## config.mk

```make
export PLATFORM = sky130hd
export DESIGN_NAME = multi_stream_activation_write_control
export DESIGN_NICKNAME = d
export VERILOG_FILES = /design/src/rtl/multi_stream_activation_write_control.sv
export SDC_FILE = /design/constraint.sdc
export NUM_CORES = 1
export LEC_CHECK = 0
export BUFFER_PORTS_ARGS = -buffer_cell sky130_fd_sc_hd__buf_4
export CAP_MARGIN = 20
export CORE_MARGIN = 8
export CORE_UTILIZATION = 46
export CTS_CLUSTER_DIAMETER = 200
export DETAILED_ROUTE_END_ITERATION = 12
export PLACE_DENSITY = 0.82
export SYNTH_ARGS = -nofsm -noshare
export SYNTH_HDL_FRONTEND = slang
export SYNTH_SLANG_ARGS = --single-unit
```

## constraint.sdc

```tcl
create_clock -name clk -period 5.5 [get_ports clk]
set_input_delay 1.1 -clock clk [delete_from_list [all_inputs] [get_ports clk]]
set_output_delay 1.1 -clock clk [all_outputs]
set_load 0.01 [all_outputs]
```

## src/rtl/multi_stream_activation_write_control.sv

```systemverilog
// -----------------------------------------------------------------------------
// multi_stream_activation_write_control
//
// Purpose:
//   AXI-Stream ingress that splits one input stream by TID.
//     TID 0                -> weight memory (combinational pass-through)
//     TID 1..NUM_STREAMS   -> activation line buffers through a registered
//                             bank write port
//     any other TID        -> dropped, err_bad_tid set
//   The route, target line buffer and bank mode are latched on the first
//   accepted beat of a packet and held until the accepted tlast beat.
//
// Optional feature (compile-time macro ACT_WRITE_PTR_AUTO_INC_EN):
//   defined   : a packet that completes in ACT advances its stream pointer
//               to the next line buffer (mod NUM_LINE_BUFFERS)
//   undefined : stream pointers change only on cfg_stream_ptr_load or reset
//
// Ports:
//   clk, reset               clock, synchronous active-high reset
//   cfg_mode                 0 serial (one bank per beat), 1 parallel (all banks)
//   cfg_stream_ptr_load      load all stream pointers from cfg_stream_base_ptr
//   cfg_stream_base_ptr      per-stream initial line-buffer pointer
//   err_clear                clears the sticky error flags
//   s_axis_*                 input stream (tdata/tvalid/tready/tlast/tid)
//   lb_ready                 per-bank accept capability, index lb*BANK_COUNT+bank
//   wr_data/wr_addr/wr_wen   registered line-buffer write port
//   wr_port_enable           registered, high with any wr_wen bit
//   wm_*                     weight memory stream
//   stream_ptr               current line-buffer pointer per stream
//   busy                     FSM not idle
//   err_bad_tid/err_overflow sticky error flags
//
// FSM states:
//   state     | meaning
//   ST_IDLE   | between packets; route decoded live from s_axis_tid
//   ST_WEIGHT | weight packet in progress, pass-through to wm_*
//   ST_ACT    | activation packet in progress, writing line buffer
//   ST_DROP   | bad TID or overflowed packet, beats discarded until tlast
// -----------------------------------------------------------------------------
module multi_stream_activation_write_control #(
  parameter  int DATA_WIDTH        = 64,
  parameter  int BANK_COUNT        = 4,
  parameter  int LINE_BUFFER_DEPTH = 512,
  parameter  int NUM_LINE_BUFFERS  = 8,
  parameter  int NUM_STREAMS       = 3,
  parameter  int TID_WIDTH         = 4,
  localparam int ADDR_W = (LINE_BUFFER_DEPTH > 1) ? $clog2(LINE_BUFFER_DEPTH) : 1,
  localparam int SEL_W  = (NUM_LINE_BUFFERS > 1)  ? $clog2(NUM_LINE_BUFFERS)  : 1
) (
  input  logic                                 clk,
  input  logic                                 reset,
  input  logic                                 cfg_mode,
  input  logic                                 cfg_stream_ptr_load,
  input  logic [NUM_STREAMS*SEL_W-1:0]         cfg_stream_base_ptr,
  input  logic                                 err_clear,
  input  logic [DATA_WIDTH-1:0]                s_axis_tdata,
  input  logic                                 s_axis_tvalid,
  output logic                                 s_axis_tready,
  input  logic                                 s_axis_tlast,
  input  logic [TID_WIDTH-1:0]                 s_axis_tid,
  input  logic [NUM_LINE_BUFFERS*BANK_COUNT-1:0] lb_ready,
  output logic [DATA_WIDTH-1:0]                wr_data,
  output logic [ADDR_W-1:0]                    wr_addr,
  output logic [NUM_LINE_BUFFERS*BANK_COUNT-1:0] wr_wen,
  output logic                                 wr_port_enable,
  output logic [DATA_WIDTH-1:0]                wm_tdata,
  output logic                                 wm_tvalid,
  output logic                                 wm_tlast,
  input  logic                                 wm_tready,
  output logic [NUM_STREAMS*SEL_W-1:0]         stream_ptr,
  output logic                                 busy,
  output logic                                 err_bad_tid,
  output logic                                 err_overflow
);

  localparam int BANK_W = (BANK_COUNT > 1)  ? $clog2(BANK_COUNT)  : 1;
  localparam int STR_W  = (NUM_STREAMS > 1) ? $clog2(NUM_STREAMS) : 1;

  localparam logic [TID_WIDTH-1:0] TID_MAX   = TID_WIDTH'(NUM_STREAMS);
  localparam logic [ADDR_W-1:0]    ADDR_LAST = ADDR_W'(LINE_BUFFER_DEPTH - 1);
  localparam logic [BANK_W-1:0]    BANK_LAST = BANK_W'(BANK_COUNT - 1);
  localparam logic [SEL_W-1:0]     SEL_LAST  = SEL_W'(NUM_LINE_BUFFERS - 1);

`ifdef ACT_WRITE_PTR_AUTO_INC_EN
  localparam bit AUTO_INC = 1'b1;
`else
  localparam bit AUTO_INC = 1'b0;
`endif

  typedef enum logic [1:0] {
    ST_IDLE   = 2'd0,
    ST_WEIGHT = 2'd1,
    ST_ACT    = 2'd2,
    ST_DROP   = 2'd3
  } state_t;

  state_t state_q, state_d;

  // 2-D views of the flat bank vectors: [line buffer][bank]
  logic [NUM_LINE_BUFFERS-1:0][BANK_COUNT-1:0] lb_rdy;
  logic [NUM_LINE_BUFFERS-1:0][BANK_COUNT-1:0] wr_wen_q, wr_wen_d;

  logic [NUM_STREAMS-1:0][SEL_W-1:0] ptr_q, ptr_d;

  logic [SEL_W-1:0]      lb_q, lb_d;
  logic [STR_W-1:0]      sidx_q, sidx_d;
  logic                  mode_q, mode_d;
  logic [ADDR_W-1:0]     addr_q, addr_d;
  logic [BANK_W-1:0]     bank_q, bank_d;
  logic [DATA_WIDTH-1:0] wr_data_q, wr_data_d;
  logic [ADDR_W-1:0]     wr_addr_q, wr_addr_d;
  logic                  wr_port_en_q, wr_port_en_d;
  logic                  err_bad_q, err_bad_d;
  logic                  err_ovf_q, err_ovf_d;

  // live TID decode, only meaningful in ST_IDLE
  logic             tid_is_weight;
  logic             tid_is_act;
  logic [STR_W-1:0] tid_sidx;

  // packet context: live decode in IDLE, latched values otherwise
  logic             route_weight;
  logic             route_act;
  logic [SEL_W-1:0] cur_lb;
  logic [STR_W-1:0] cur_sidx;
  logic             cur_mode;

  logic act_rdy;
  logic accept;
  logic act_beat;
  logic addr_adv;
  logic ovf_evt;
  logic bad_evt;

  assign lb_rdy = lb_ready;

  assign tid_is_weight = (s_axis_tid == '0);
  assign tid_is_act    = (s_axis_tid != '0) && (s_axis_tid <= TID_MAX);
  assign tid_sidx      = STR_W'(s_axis_tid - 1'b1);

  always_comb begin
    route_weight = 1'b0;
    route_act    = 1'b0;
    cur_lb       = lb_q;
    cur_sidx     = sidx_q;
    cur_mode     = mode_q;
    unique case (state_q)
      ST_IDLE: begin
        route_weight = tid_is_weight;
        route_act    = tid_is_act;
        cur_lb       = ptr_q[tid_sidx];
        cur_sidx     = tid_sidx;
        cur_mode     = cfg_mode;
      end
      ST_WEIGHT: route_weight = 1'b1;
      ST_ACT:    route_act    = 1'b1;
      default:   ;
    endcase
  end

  // bank_q is always 0 in IDLE, so the serial check picks bank 0 of the
  // new packet's buffer without special casing
  assign act_rdy = cur_mode ? (&lb_rdy[cur_lb]) : lb_rdy[cur_lb][bank_q];

  assign accept   = s_axis_tvalid && s_axis_tready;
  assign act_beat = accept && route_act;
  assign addr_adv = cur_mode || (bank_q == BANK_LAST);
  assign ovf_evt  = act_beat && !s_axis_tlast && addr_adv && (addr_q == ADDR_LAST);
  assign bad_evt  = accept && (state_q == ST_IDLE) && !tid_is_weight && !tid_is_act;

  // ---------------------------------------------------------------------------
  // FSM: state register
  // ---------------------------------------------------------------------------
  always_ff @(posedge clk) begin
    if (reset) state_q <= ST_IDLE;
    else       state_q <= state_d;
  end

  // ---------------------------------------------------------------------------
  // FSM: next state
  // ---------------------------------------------------------------------------
  always_comb begin
    state_d = state_q;
    unique case (state_q)
      ST_IDLE: begin
        if (accept && !s_axis_tlast) begin
          if (tid_is_weight)   state_d = ST_WEIGHT;
          else if (tid_is_act) state_d = ovf_evt ? ST_DROP : ST_ACT;
          else                 state_d = ST_DROP;
        end
      end
      ST_WEIGHT: if (accept && s_axis_tlast) state_d = ST_IDLE;
      ST_ACT: begin
        if (accept && s_axis_tlast) state_d = ST_IDLE;
        else if (ovf_evt)           state_d = ST_DROP;
      end
      ST_DROP: if (accept && s_axis_tlast) state_d = ST_IDLE;
      default: state_d = ST_IDLE;
    endcase
  end

  // ---------------------------------------------------------------------------
  // FSM: outputs (tready never looks at tvalid)
  // ---------------------------------------------------------------------------
  always_comb begin
    s_axis_tready = 1'b1;
    if (route_weight)   s_axis_tready = wm_tready;
    else if (route_act) s_axis_tready = act_rdy;
    wm_tvalid = route_weight && s_axis_tvalid;
    busy      = (state_q != ST_IDLE);
  end

  assign wm_tdata = s_axis_tdata;
  assign wm_tlast = s_axis_tlast;

  // ---------------------------------------------------------------------------
  // Datapath next values
  // ---------------------------------------------------------------------------
  always_comb begin
    lb_d         = lb_q;
    sidx_d       = sidx_q;
    mode_d       = mode_q;
    addr_d       = addr_q;
    bank_d       = bank_q;
    wr_wen_d     = '0;
    wr_port_en_d = 1'b0;
    wr_data_d    = wr_data_q;
    wr_addr_d    = wr_addr_q;

    if (accept && (state_q == ST_IDLE)) begin
      lb_d   = cur_lb;
      sidx_d = cur_sidx;
      mode_d = cur_mode;
    end

    if (act_beat) begin
      if (cur_mode) wr_wen_d[cur_lb]         = '1;
      else          wr_wen_d[cur_lb][bank_q] = 1'b1;
      wr_port_en_d = 1'b1;
      wr_data_d    = s_axis_tdata;
      wr_addr_d    = addr_q;
    end

    // the address saturates at the last word; an overflow hands over to
    // DROP, which holds it until the packet's tlast clears it
    if (accept && s_axis_tlast) begin
      addr_d = '0;
      bank_d = '0;
    end else if (act_beat) begin
      if (!cur_mode) bank_d = (bank_q == BANK_LAST) ? '0 : bank_q + 1'b1;
      if (addr_adv && (addr_q != ADDR_LAST)) addr_d = addr_q + 1'b1;
    end
  end

  always_comb begin
    ptr_d = ptr_q;
    if (cfg_stream_ptr_load) begin
      ptr_d = cfg_stream_base_ptr;
    end else if (AUTO_INC && act_beat && s_axis_tlast) begin
      ptr_d[cur_sidx] = (ptr_q[cur_sidx] == SEL_LAST) ? '0 : ptr_q[cur_sidx] + 1'b1;
    end
  end

  // a same-cycle error event wins over err_clear
  assign err_bad_d = (err_bad_q && !err_clear) || bad_evt;
  assign err_ovf_d = (err_ovf_q && !err_clear) || ovf_evt;

  always_ff @(posedge clk) begin
    if (reset) begin
      lb_q         <= '0;
      sidx_q       <= '0;
      mode_q       <= 1'b0;
      addr_q       <= '0;
      bank_q       <= '0;
      ptr_q        <= '0;
      wr_wen_q     <= '0;
      wr_port_en_q <= 1'b0;
      wr_data_q    <= '0;
      wr_addr_q    <= '0;
      err_bad_q    <= 1'b0;
      err_ovf_q    <= 1'b0;
    end else begin
      lb_q         <= lb_d;
      sidx_q       <= sidx_d;
      mode_q       <= mode_d;
      addr_q       <= addr_d;
      bank_q       <= bank_d;
      ptr_q        <= ptr_d;
      wr_wen_q     <= wr_wen_d;
      wr_port_en_q <= wr_port_en_d;
      wr_data_q    <= wr_data_d;
      wr_addr_q    <= wr_addr_d;
      err_bad_q    <= err_bad_d;
      err_ovf_q    <= err_ovf_d;
    end
  end

  assign wr_wen         = wr_wen_q;
  assign wr_port_enable = wr_port_en_q;
  assign wr_data        = wr_data_q;
  assign wr_addr        = wr_addr_q;
  assign stream_ptr     = ptr_q;
  assign err_bad_tid    = err_bad_q;
  assign err_overflow   = err_ovf_q;

endmodule

```

==> flow_metrics.env, run 1 <==
export IMPL_first_iter_violations=290
export IMPL_sequentialPowerShare=0.310
export IMPL_finalSetupViolCount=0
export IMPL_htreeDepth=4
export IMPL_synth_area_top_cells="dfxtp_1 44%, mux2i_1 14%, buf_4 8.2%"
export IMPL_pwr_density_cell_mw_per_mm2=447.2
export IMPL_wirelength_um=19940
export IMPL_clock_path_buffers=2
export IMPL_hpwl_um=15560
export IMPL_hp_class="flip-flop to flip-flop"
export IMPL_p_comb_frac=0.390
export IMPL_crit_required_ps=4400
export IMPL_synth_common_cells="134 x dfxtp_1, 103 x nor2_1, 85 x mux2i_1"
export IMPL_synth_edf_count=0
export IMPL_clkPwrFrac=0.299
export IMPL_route_detailed_drc=0
export IMPL_n_fill_cell=1113
export IMPL_cts_resized=0
export IMPL_synth_top_area_share=0.4359
export IMPL_synth_net_count=784
export IMPL_cts_setup_buffers=0
export IMPL_seq_area_frac_synth=0.4359
export IMPL_p_sw_frac=0.3634
export IMPL_yosysUniqueCellTypes=59
export IMPL_grt_pass1_vias=5755
export IMPL_synthMostInstantiatedCell="dfxtp_1"
export IMPL_synthFlopType="dfxtp_1"
export IMPL_status="completed"
export IMPL_cpPeakStageDelay_ps=390
export IMPL_ys_ff_latch=134
export IMPL_yosys_area_top_type="dfxtp_1"
export IMPL_final_setup_worst_slack_ps=777.4
export IMPL_drv_slew=0
export IMPL_rows=42
export IMPL_place_area_mm2=0.008041
export IMPL_ant_nets=0
export IMPL_hold_viol=0
export IMPL_crit_type="input pin to output pin"
export IMPL_area_delta_synth_final_pct=40.63
export IMPL_end_kind="output pin"
export IMPL_max_cap_violations=0
export IMPL_clock_latency_ps=410
export IMPL_critPathMaxFanout=8
export IMPL_switching_power_mw=1.406
export IMPL_drive_gt1_frac=0.4029
export IMPL_grt_first_pass_wirelength_um=31280
export IMPL_viasPerCell=5.213
export IMPL_core_mm2=0.01314
export IMPL_cts_root_buf="clkbuf_16"
export IMPL_crit_buf_inv=4
export IMPL_rsz0062_at_grt="false"
export IMPL_p_leak_nw=4.290
export IMPL_finalClockSkew_ps=7.235
export IMPL_stdcell_area_mm2=0.008653
export IMPL_synthCells=660
export IMPL_worst_slew_pin_slew_ps=750.5
export IMPL_place_gp_congestion=0.9044
export IMPL_avgSynthCellArea_um2=9.323
export IMPL_finalCriticalPeriod_ps=4723
export IMPL_peakVddDrop_mv=0.2270
export IMPL_wl_per_cell_um=18.60
export IMPL_slew_headroom=0.4997
export IMPL_clk_pin_slew_ps=50
export IMPL_yosys_warnings=0
export IMPL_tns_ps=0
export IMPL_fp_dieH_um=131.7
export IMPL_diodes=0
export IMPL_antenna_found_initial=0
export IMPL_p_total_mw=3.870
export IMPL_utilization=0.6587
export IMPL_pin_count=302
export IMPL_cts_hold_fix_buffers=0
export IMPL_dr_pass1_iters=5
export IMPL_cp_top_family="compound AO/OA/AOI/OAI gates"
export IMPL_overflow=0
export IMPL_ys_async_sr_fraction=0
export IMPL_crit_slowest_cell="ha_1"
export IMPL_start_util=0.4684
export IMPL_multi_input_area_mm2=0.002776
export IMPL_numCtsBuffers=17
export IMPL_nets=1007
export IMPL_grt_max_degree=76
export IMPL_cp_start_kind="input pin"
export IMPL_die_area_mm2=0.01733
export IMPL_die_w_um=131.7
export IMPL_syn_area_mm2=0.006153
export IMPL_regArea_mm2=0.002683
export IMPL_grt_use_total=0.2235
export IMPL_vias=5588
export IMPL_finalCritPeriodShare=0.8586
export IMPL_fmax_ghz=0.2118
export IMPL_cts_tree="built"
export IMPL_clkSinkCount=134
export IMPL_portBuffers=301
export IMPL_p_int_mw=2.463
export IMPL_preCtsSetupSlack_ps=796.9
export IMPL_path_cells="buf_4 -> inv_1 -> ha_1 -> mux2_2 -> a211o_1 -> o32ai_2 -> a22oi_1 -> a22oi_2 -> nand4_1 -> o211a_1 -> inv_1 -> buf_4"
export IMPL_worst_ep_arrival_time_ps=3620
power groups by stage:
stage / logic [mW] / registers, mW / clock network (mW)
after global placement: 1.50 / 1.21 / 0
after CTS: 1.52 / 1.20 / 1.18
after floorplan: 1.00 / 1.24 / 0
final: 1.51 / 1.20 / 1.16
after detailed placement: 1.51 / 1.22 / 0
after global routing: 1.64 / 1.22 / 1.23
placed cells by master (no fill, tap or decap), drive strengths merged, types with 3 or more instances in the layout:
master | Yosys | routed
dfxtp | 134 | 134
bufinv | 0 | 3
nor4 | 25 | 25
a21oi | 25 | 25
clkinvlp | 0 | 4
nand4 | 5 | 5
o21ai | 11 | 11
a21o | 3 | 3
clkinv | 0 | 3
nand2 | 38 | 38
a22oi | 6 | 6
a211oi | 4 | 4
nor2 | 104 | 104
ha | 7 | 7
o41ai | 3 | 3
o21a | 5 | 5
mux2i | 85 | 85
nor3 | 15 | 15
inv | 10 | 14
o2111ai | 10 | 10
or4 | 4 | 4
buf | 84 | 308
or3 | 5 | 5
o31ai | 4 | 4
o211ai | 11 | 11
clkbuf | 20 | 18
nand3 | 11 | 11
flip-flops by register name, summed over array words and instances, names as in the netlist:
register and count:
lb_q 3, mode_q 1, addr_q 9, wr_port_enable 1, wr_wen 32, err_overflow 1
err_bad_tid 1, stream_ptr 9, wr_data 64, state_q 2, wr_addr 9, bank_q 2
worst reg2reg max path, stage by stage (launching register included):
cell	delay [ps]
dfxtp_1	460
nor2_8	370
inv_2	190
a211o_1	320
o32ai_2	260
a22oi_1	220
a311oi_1	250
nand4_1	260
a21o_4	350
buf_4	280
nor4_1	370
logic make-up (layout without fill, tap and decap cells):
group / Yosys count / count (layout) / synth area share
AO/OA/AOI/OAI: 98 / 98 / 0.1267
adder cells (fa/ha/maj): 7 / 7 / 0.01423
buffers and inverters: 114 / 350 / 0.1141
flip-flops: 134 / 134 / 0.4359
multiplexers: 87 / 87 / 0.1419
AND/OR/NAND/NOR: 220 / 220 / 0.1671
through the flow:
| step | instances | hold slack, ps |
|---|---|---|
| detailed placement | 1040 | 469.3 |
| CTS | 1072 | 481.4 |
| global route | 1072 | 516.2 |
| global placement | 1040 | 463.7 |
| finish | 1072 | 489.0 |
| floorplan | 660 | 459.0 |
final timing paths:
| path | from | to | slack, ps | depth (start not counted) |
|---|---|---|---|---|
| setup / recovery | s_axis_tid[0] | s_axis_tready | 780 | 12 |
| hold / removal | err_bad_tid$_SDFF_PP0_ | err_bad_tid$_SDFF_PP0_ | 490 | 2 |
| setup reg to reg | state_q[1]$_SDFFE_PP0P_ | wr_wen[14]$_SDFF_PP0_ | 2060 | 10 |
| hold reg to reg | err_bad_tid$_SDFF_PP0_ | err_bad_tid$_SDFF_PP0_ | 490 | 2 |
routing by layer:
layer  wire length, um  vias to the layer above  global-route usage
li1                  -                     2716                   -
met1              7997                     2585              0.2461
met2              9770                      253              0.3824
met3              1569                       34             0.07927
met4               606                        0             0.09572
met5                 0                        -                   0
layout make-up:
type                            instances  area share
Timing Repair Buffer                  308      0.2687
Multi-Input combinational cell        412      0.3208
Clock inverter                         14     0.01995
Tap cell                              176     0.02545
Sequential cell                       134      0.3100
Inverter                               10    0.004338
Clock buffer                           18     0.05075
Power figures use the tool's default switching activity.
==> run 2: changes to the inputs <==
--- a/config.mk
+++ b/config.mk
@@ -7,6 +7,7 @@
 export LEC_CHECK = 0
 export BUFFER_PORTS_ARGS = -buffer_cell sky130_fd_sc_hd__buf_4
 export CAP_MARGIN = 20
+export CORE_ASPECT_RATIO = 1.4
 export CORE_MARGIN = 8
 export CORE_UTILIZATION = 46
 export CTS_CLUSTER_DIAMETER = 200
==> run 2 against run 1 <==
Effect of this change: combinational power about the same; flip-flop and latch count unchanged; critical endpoint unchanged; maximum frequency down 5.8%; highest routed layer unchanged; power up 0.83%; non-clock buffer count down 2; core utilization down 0.24 points; via count down 0.75%; cell count up 0.37%.
==> flow_metrics.env, run 2 (synthesis gave the netlist of run 1 again) <==
export IMPL_fmax_ghz=0.1994
export IMPL_stdcell_area_mm2=0.008663
export IMPL_tns_ps=0
export IMPL_clkPwrFrac=0.302
export IMPL_clkSinkCount=134
export IMPL_p_sw_frac=0.3677
export IMPL_htreeDepth=4
export IMPL_path_cells="buf_4 -> inv_1 -> ha_1 -> nand3b_1 -> o211a_4 -> nor3_1 -> o21a_1 -> o41ai_2 -> nand2_1 -> o211a_1 -> inv_1 -> buf_4"
export IMPL_slew_headroom=0.5500
export IMPL_use_met3=0.08241
export IMPL_peakVddDrop_mv=0.2174
export IMPL_crit_buf_inv=4
export IMPL_wirelength_um=19430
export IMPL_grt_max_degree=64
export IMPL_p_int_mw=2.467
export IMPL_worst_r2r_endpoint="addr_q[3]$_SDFFE_PP0P_"
export IMPL_worst_ep_arrival_time_ps=3910
export IMPL_overflow=0
export IMPL_pin_count=302
export IMPL_dr_pass1_iters=4
export IMPL_layoutNonFillerInstCount=1076
export IMPL_finalSetupViolCount=0
export IMPL_rr_startpoint="state_q[1]$_SDFFE_PP0P_"
export IMPL_finalCritPeriodShare=0.9117
export IMPL_busiest_layer="met2"
export IMPL_cts_root_buf="clkbuf_16"
export IMPL_wl_per_cell_um=18.06
export IMPL_portBuffers=301
export IMPL_critPathMaxFanout=16
export IMPL_regToRegSetupSlack_ps=1930
export IMPL_finalClockSkew_ps=9.197
export IMPL_grt_use_total=0.2155
export IMPL_met1_usage=0.2086
export IMPL_place_area_mm2=0.008046
export IMPL_area_delta_synth_final_pct=40.79
export IMPL_rows=50
export IMPL_cts_hold_fix_buffers=0
export IMPL_clock_latency_ps=410
export IMPL_mostFrequentLayoutCells="304 x buf_4, 134 x dfxtp_1, 103 x nor2_1, 85 x mux2i_1, 38 x nand2_1"
export IMPL_cp_top_family="compound AO/OA/AOI/OAI gates"
export IMPL_cts_resized=0
export IMPL_fp_dieH_um=152.9
export IMPL_first_iter_violations=269
export IMPL_switching_power_mw=1.435
export IMPL_grt_pass1_vias=5790
export IMPL_clock_path_buffers=2
export IMPL_end_kind="output pin"
export IMPL_start_util=0.4662
export IMPL_gr_usage_met2=0.3958
export IMPL_numCtsBuffers=17
export IMPL_place_gp_congestion=0.8769
export IMPL_hold_viol=0
export IMPL_drive_gt1_frac=0.4004
export IMPL_p_comb_frac=0.389
export IMPL_viasPerCell=5.154
export IMPL_clk_pin_slew_ps=60
export IMPL_final_common_cell="buf_4"
export IMPL_core_mm2=0.01320
export IMPL_sequentialPowerShare=0.308
export IMPL_antenna_found_initial=0
export IMPL_ant_nets=0
export IMPL_cts_tree="built"
export IMPL_route_detailed_drc=0
export IMPL_vias=5546
export IMPL_cts_setup_buffers=0
export IMPL_die_area_mm2=0.01739
export IMPL_p_total_mw=3.902
export IMPL_drv_slew=0
export IMPL_cpPeakStageDelay_ps=420
export IMPL_p_leak_nw=4.288
export IMPL_reg2reg_depth=10
export IMPL_cp_start_kind="input pin"
export IMPL_max_cap_violations=0
export IMPL_die_w_um=113.8
export IMPL_finalCriticalPeriod_ps=5014
export IMPL_status="completed"
export IMPL_post_place_cells=1044
export IMPL_rsz0062_at_grt="false"
export IMPL_grt_first_pass_wirelength_um=30020
export IMPL_largest_reg_flops=64
export IMPL_crit_type="input pin to output pin"
export IMPL_pwr_density_cell_mw_per_mm2=450.4
export IMPL_hp_class="flip-flop to flip-flop"
export IMPL_holdCritStartpoint="err_bad_tid$_SDFF_PP0_"
export IMPL_hpwl_um=15170
export IMPL_worst_slew_pin_slew_ps=675.0
export IMPL_whs_path_depth=2
export IMPL_nets=1005
export IMPL_crit_required_ps=4400
export IMPL_crit_slowest_cell="nand3b_1"
export IMPL_worstHoldEndpoint="err_bad_tid$_SDFF_PP0_"
export IMPL_diodes=0
## run 2: cell types whose count changed in the layout (fill, tap and decap cells not counted)
cell	change
buf_12	+1
buf_4	-3
clkbuf_1	+1
clkbuf_8	-1
clkinv_2	-3
clkinv_4	+1
clkinvlp_4	-1
inv_6	+2
inv_8	+1
## run 2: tightest hold or removal path: stages, from the launching register on
cell and delay [ps]:
dfxtp_1 310, nand2b_1 60, a21oi_1 50
## run 2: area by class of cell
type	count	area, um2
fillers	1111	4537
repair buffers	306	2322
clock inverters	14	187.7
clock buffers	18	429.2
flip-flops and latches	134	2683
well taps	182	227.7
multi-input cells	412	2776
inverters	10	37.54
## run 2: per-layer routing
metal | part of all wire | routed length [um] | vias up
met5 | 0 | 0 | -
met1 | 0.36 | 7043 | 2584
met4 | 0.023 | 443 | 0
li1 | - | - | 2715
met2 | 0.53 | 10330 | 224
met3 | 0.083 | 1611 | 23
## run 2: worst max-delay path by stage
stage	from	endpoint	slack [ps]	depth (start not counted)
2_1_floorplan	s_axis_tid[0]	s_axis_tready	950	12
3_3_place_gp	s_axis_tid[0]	s_axis_tready	640	12
3_5_place_dp	s_axis_tid[0]	s_axis_tready	550	12
4_1_cts	s_axis_tid[0]	s_axis_tready	550	12
5_1_grt	s_axis_tid[0]	s_axis_tready	330	12
6_report	s_axis_tid[0]	s_axis_tready	490	12
## run 2: power groups by stage
stage	clock network, mW	registers (mW)	logic, mW
final	1.18	1.20	1.52
after global routing	1.24	1.22	1.65
after CTS	1.20	1.20	1.52
after detailed placement	0	1.22	1.52
after global placement	0	1.22	1.50
after floorplan	0	1.24	1.00
## run 2: stage by stage
step	util	hold slack, ps	worst slack [ps]
floorplan	-	459.0	951.4
global placement	0.6096	460.8	637.2
detailed placement	0.6096	465.0	551.0
CTS	0.6563	480.6	546.1
global route	0.6563	519.9	330.8
finish	0.6563	477.3	485.6
==> run 3: changes to the inputs <==
--- a/config.mk
+++ b/config.mk
@@ -5,14 +5,16 @@
 export SDC_FILE = /design/constraint.sdc
 export NUM_CORES = 1
 export LEC_CHECK = 0
+export ABC_AREA = 1
 export BUFFER_PORTS_ARGS = -buffer_cell sky130_fd_sc_hd__buf_4
 export CAP_MARGIN = 20
 export CORE_ASPECT_RATIO = 1.4
 export CORE_MARGIN = 8
-export CORE_UTILIZATION = 46
+export CORE_UTILIZATION = 45
 export CTS_CLUSTER_DIAMETER = 200
 export DETAILED_ROUTE_END_ITERATION = 12
 export PLACE_DENSITY = 0.82
+export RECOVER_POWER = 100
 export SYNTH_ARGS = -nofsm -noshare
 export SYNTH_HDL_FRONTEND = slang
 export SYNTH_SLANG_ARGS = --single-unit
==> run 3 against run 2 <==
Effect of this change: sequential share of layout area rose by 5.0 points; hold slack got worse by 15 ps; sequential power fell by 4%; setup slack improved by 250 ps; core utilization fell by 6.8 points; combinational power fell by 39%; cell count rose by 8.8%; critical path type unchanged; largest cell class is now flip-flops and latches; clock-buffer cell count fell by 1; area after synthesis fell by 6.3%; non-clock buffer count fell by 1; power fell by 18%; design area fell by 14%.
==> flow_metrics.env, run 3 <==
export IMPL_status="completed"
export IMPL_mostFrequentLayoutCells="251 x nand2_1, 184 x clkbuf_1, 134 x dfxtp_1, 120 x buf_4, 93 x a21oi_1"
export IMPL_overflow=0
export IMPL_synthMostInstantiatedCell="nand2_1"
export IMPL_cp_depth=19
export IMPL_utilization=0.5884
export IMPL_cts_setup_buffers=0
export IMPL_regToRegSetupSlack_ps=1490
export IMPL_first_iter_violations=204
export IMPL_rows=49
export IMPL_holdCritStartpoint="wr_data[33]$_SDFFE_PP0N_"
export IMPL_drv_slew=0
export IMPL_grt_max_degree=76
export IMPL_wl_per_cell_um=15.13
export IMPL_final_common_cell="nand2_1"
export IMPL_cts_tree="built"
export IMPL_p_int_mw=2.041
export IMPL_finalClockSkew_ps=12.13
export IMPL_core_mm2=0.01269
export IMPL_grt_pass1_vias=5845
export IMPL_final_setup_worst_slack_ps=732.4
export IMPL_clock_path_buffers=2
export IMPL_wirelength_um=17720
export IMPL_antenna_found_initial=0
export IMPL_finalCriticalPeriod_ps=4768
export IMPL_cp_top_family="simple AND/OR/NAND/NOR gates"
export IMPL_synth_net_count=901
export IMPL_peakVddDrop_mv=0.2329
export IMPL_synth_top_area_share=0.4652
export IMPL_cts_root_buf="clkbuf_16"
export IMPL_cts_resized=0
export IMPL_synthCells=777
export IMPL_cp_start_kind="input pin"
export IMPL_crit_buf_inv=4
export IMPL_diodes=0
export IMPL_crit_start="s_axis_tid[0]"
export IMPL_portBuffers=301
export IMPL_drive_gt1_frac=0.1591
export IMPL_finalSetupViolCount=0
export IMPL_dr_pass1_iters=5
export IMPL_crit_type="input pin to output pin"
export IMPL_p_comb_frac=0.290
export IMPL_worst_ep_arrival_time_ps=3670
export IMPL_synth_common_cells="248 x nand2_1, 134 x dfxtp_1, 93 x a21oi_1"
export IMPL_avgSynthCellArea_um2=7.422
export IMPL_yosysUniqueCellTypes=29
export IMPL_worst_path_most_repeated_cell="nand2_1"
export IMPL_post_place_cells=1139
export IMPL_clk_pin_slew_ps=60
export IMPL_switching_power_mw=1.174
export IMPL_synthFlopType="dfxtp_1"
export IMPL_layoutNonFillerInstCount=1171
export IMPL_slew_headroom=0.4683
export IMPL_seq_area_frac_synth=0.4652
export IMPL_syn_area_mm2=0.005767
export IMPL_p_leak_nw=3.141
export IMPL_sequentialPowerShare=0.358
export IMPL_path_cells="buf_4 -> inv_1 -> ha_1 -> nor2_1 -> nor2_4 -> nand2_4 -> nand2_1 -> inv_1 -> nand2_1 -> nand2_1 -> nand2_1 -> nand2_1 -> nand2_1 -> nand3_1 -> nand3_1 -> nand2_1 -> nand2_1 -> a21oi_1 -> clkbuf_1"
export IMPL_preCtsSetupSlack_ps=1000
export IMPL_yosys_area_top_type="dfxtp_1"
export IMPL_start_util=0.4544
export IMPL_p_sw_frac=0.3653
export IMPL_rr_startpoint="state_q[0]$_SDFFE_PP0P_"
export IMPL_nets=1129
export IMPL_pin_count=302
export IMPL_fp_dieH_um=149.9
export IMPL_clkPwrFrac=0.352
export IMPL_rsz0062_at_grt="false"
export IMPL_worst_slew_pin_slew_ps=797.5
export IMPL_hp_class="flip-flop to flip-flop"
export IMPL_endpoint="s_axis_tready"
export IMPL_viasPerCell=4.861
export IMPL_vias=5692
export IMPL_hold_viol=0
export IMPL_fmax_ghz=0.2097
export IMPL_hpwl_um=13800
export IMPL_pwr_density_cell_mw_per_mm2=430.6
export IMPL_reg2reg_depth=19
export IMPL_tns_ps=0
export IMPL_ys_ff_latch=134
export IMPL_critPathMaxFanout=21
export IMPL_ys_async_sr_fraction=0
export IMPL_place_gp_congestion=0.8559
export IMPL_clock_latency_ps=410
export IMPL_cpPeakStageDelay_ps=380
export IMPL_htreeDepth=4
export IMPL_clkSinkCount=134
export IMPL_finalCritPeriodShare=0.8668
export IMPL_cts_hold_fix_buffers=0
export IMPL_die_w_um=111.7
export IMPL_crit_required_ps=4400
export IMPL_yosys_warnings=0
export IMPL_synth_edf_count=0
export IMPL_numCtsBuffers=17
export IMPL_end_kind="output pin"
export IMPL_max_cap_violations=0
export IMPL_route_detailed_drc=0
export IMPL_area_delta_synth_final_pct=29.49
export IMPL_largest_reg_flops=64
export IMPL_grt_first_pass_wirelength_um=28230
export IMPL_crit_slowest_cell="nand2_1"
export IMPL_grt_use_total=0.2079
export IMPL_die_area_mm2=0.01675
export IMPL_synth_area_top_cells="dfxtp_1 47%, nand2_1 16%, buf_4 8.9%"
export IMPL_worst_r2r_endpoint="bank_q[0]$_SDFFE_PP0P_"
export IMPL_ant_nets=0
==> run 3: changes by cell type after synthesis, moves of 9 or more <==
cell,change
o211ai_1,-10
o2111ai_1,-10
nor4_1,-24
inv_1,+26
a21oi_1,+70
o21ai_0,+11
mux2i_1,-85
nor3_1,-9
nor2_1,-33
nand2_1,+210
nand3_1,+25
==> run 3: final cells by class <==
| cell class | instances | area, um2 |
|---|---|---|
| Clock buffer | 17 | 425.4 |
| Clock inverter | 15 | 171.4 |
| Fill cell | 1333 | 5224 |
| Inverter | 38 | 142.6 |
| Multi-Input combinational cell | 509 | 2257 |
| Sequential cell | 134 | 2683 |
| Tap cell | 153 | 191.4 |
| Timing Repair Buffer | 305 | 1597 |
==> run 3: cells by family (layout without fill, tap and decap cells) <==
logic type / after synthesis / in the layout / synth area share
flops: 134 / 134 / 0.4652
buf+inv: 134 / 375 / 0.1365
simple gates: 376 / 376 / 0.2703
fa+ha+maj: 7 / 7 / 0.01519
xor+xnor: 3 / 3 / 0.004557
compound gates: 123 / 123 / 0.1083
==> run 3: through the flow <==
| stage | hold WS [ps] | total power, mW | area, um2 |
|---|---|---|---|
| after global placement | 448.4 | 2.210 | 7604 |
| after floorplan | 436.7 | 1.857 | 5767 |
| final | 462.6 | 3.215 | 7467 |
| after CTS | 465.0 | 3.374 | 8200 |
| after global routing | 478.7 | 3.420 | 7467 |
| after detailed placement | 455.4 | 2.229 | 7604 |
==> run 3: worst register-to-register path, stage by stage, from the launching register on <==
cell      delay [ps]
dfxtp_1          440
nor2_4            80
inv_1            280
nand2_2          270
nand2_1          520
nand2_1          120
nand2_1           90
nand2_1           50
nand2_1           70
nand2_1           70
nand3_1          110
nand3_1           80
nand2_1           60
nand2_1           60
nand2_1          150
nand3_1          200
nor2_8           420
clkbuf_2         570
nand3_1          150
a21oi_1          160
==> run 3: power by group through the flow <==
stage                     sequential [mW]  combinational [mW]  clock (mW)
after detailed placement             1.17                1.05           0
after global placement               1.17                1.04           0
after global routing                 1.17                1.06        1.20
after CTS                            1.15                1.06        1.16
after floorplan                      1.21               0.645           0
final                                1.15               0.931        1.13
==> run 3: layer usage <==
| layer | GRT usage | wire, um |
|---|---|---|
| met5 | 0 | 0 |
| met4 | 0.05971 | 162 |
| met3 | 0.07956 | 1429 |
| met2 | 0.3944 | 9367 |
| met1 | 0.2052 | 6755 |
==> run 3: worst min-delay path by stage <==
stage	endpoint	cells after the start
detailed placement	wr_data[37]$_SDFFE_PP0N_	2
CTS	wr_data[37]$_SDFFE_PP0N_	2
floorplan	addr_q[6]$_SDFFE_PP0P_	2
global placement	addr_q[7]$_SDFFE_PP0P_	2
finish	wr_data[33]$_SDFFE_PP0N_	2
global route	wr_data[33]$_SDFFE_PP0N_	2
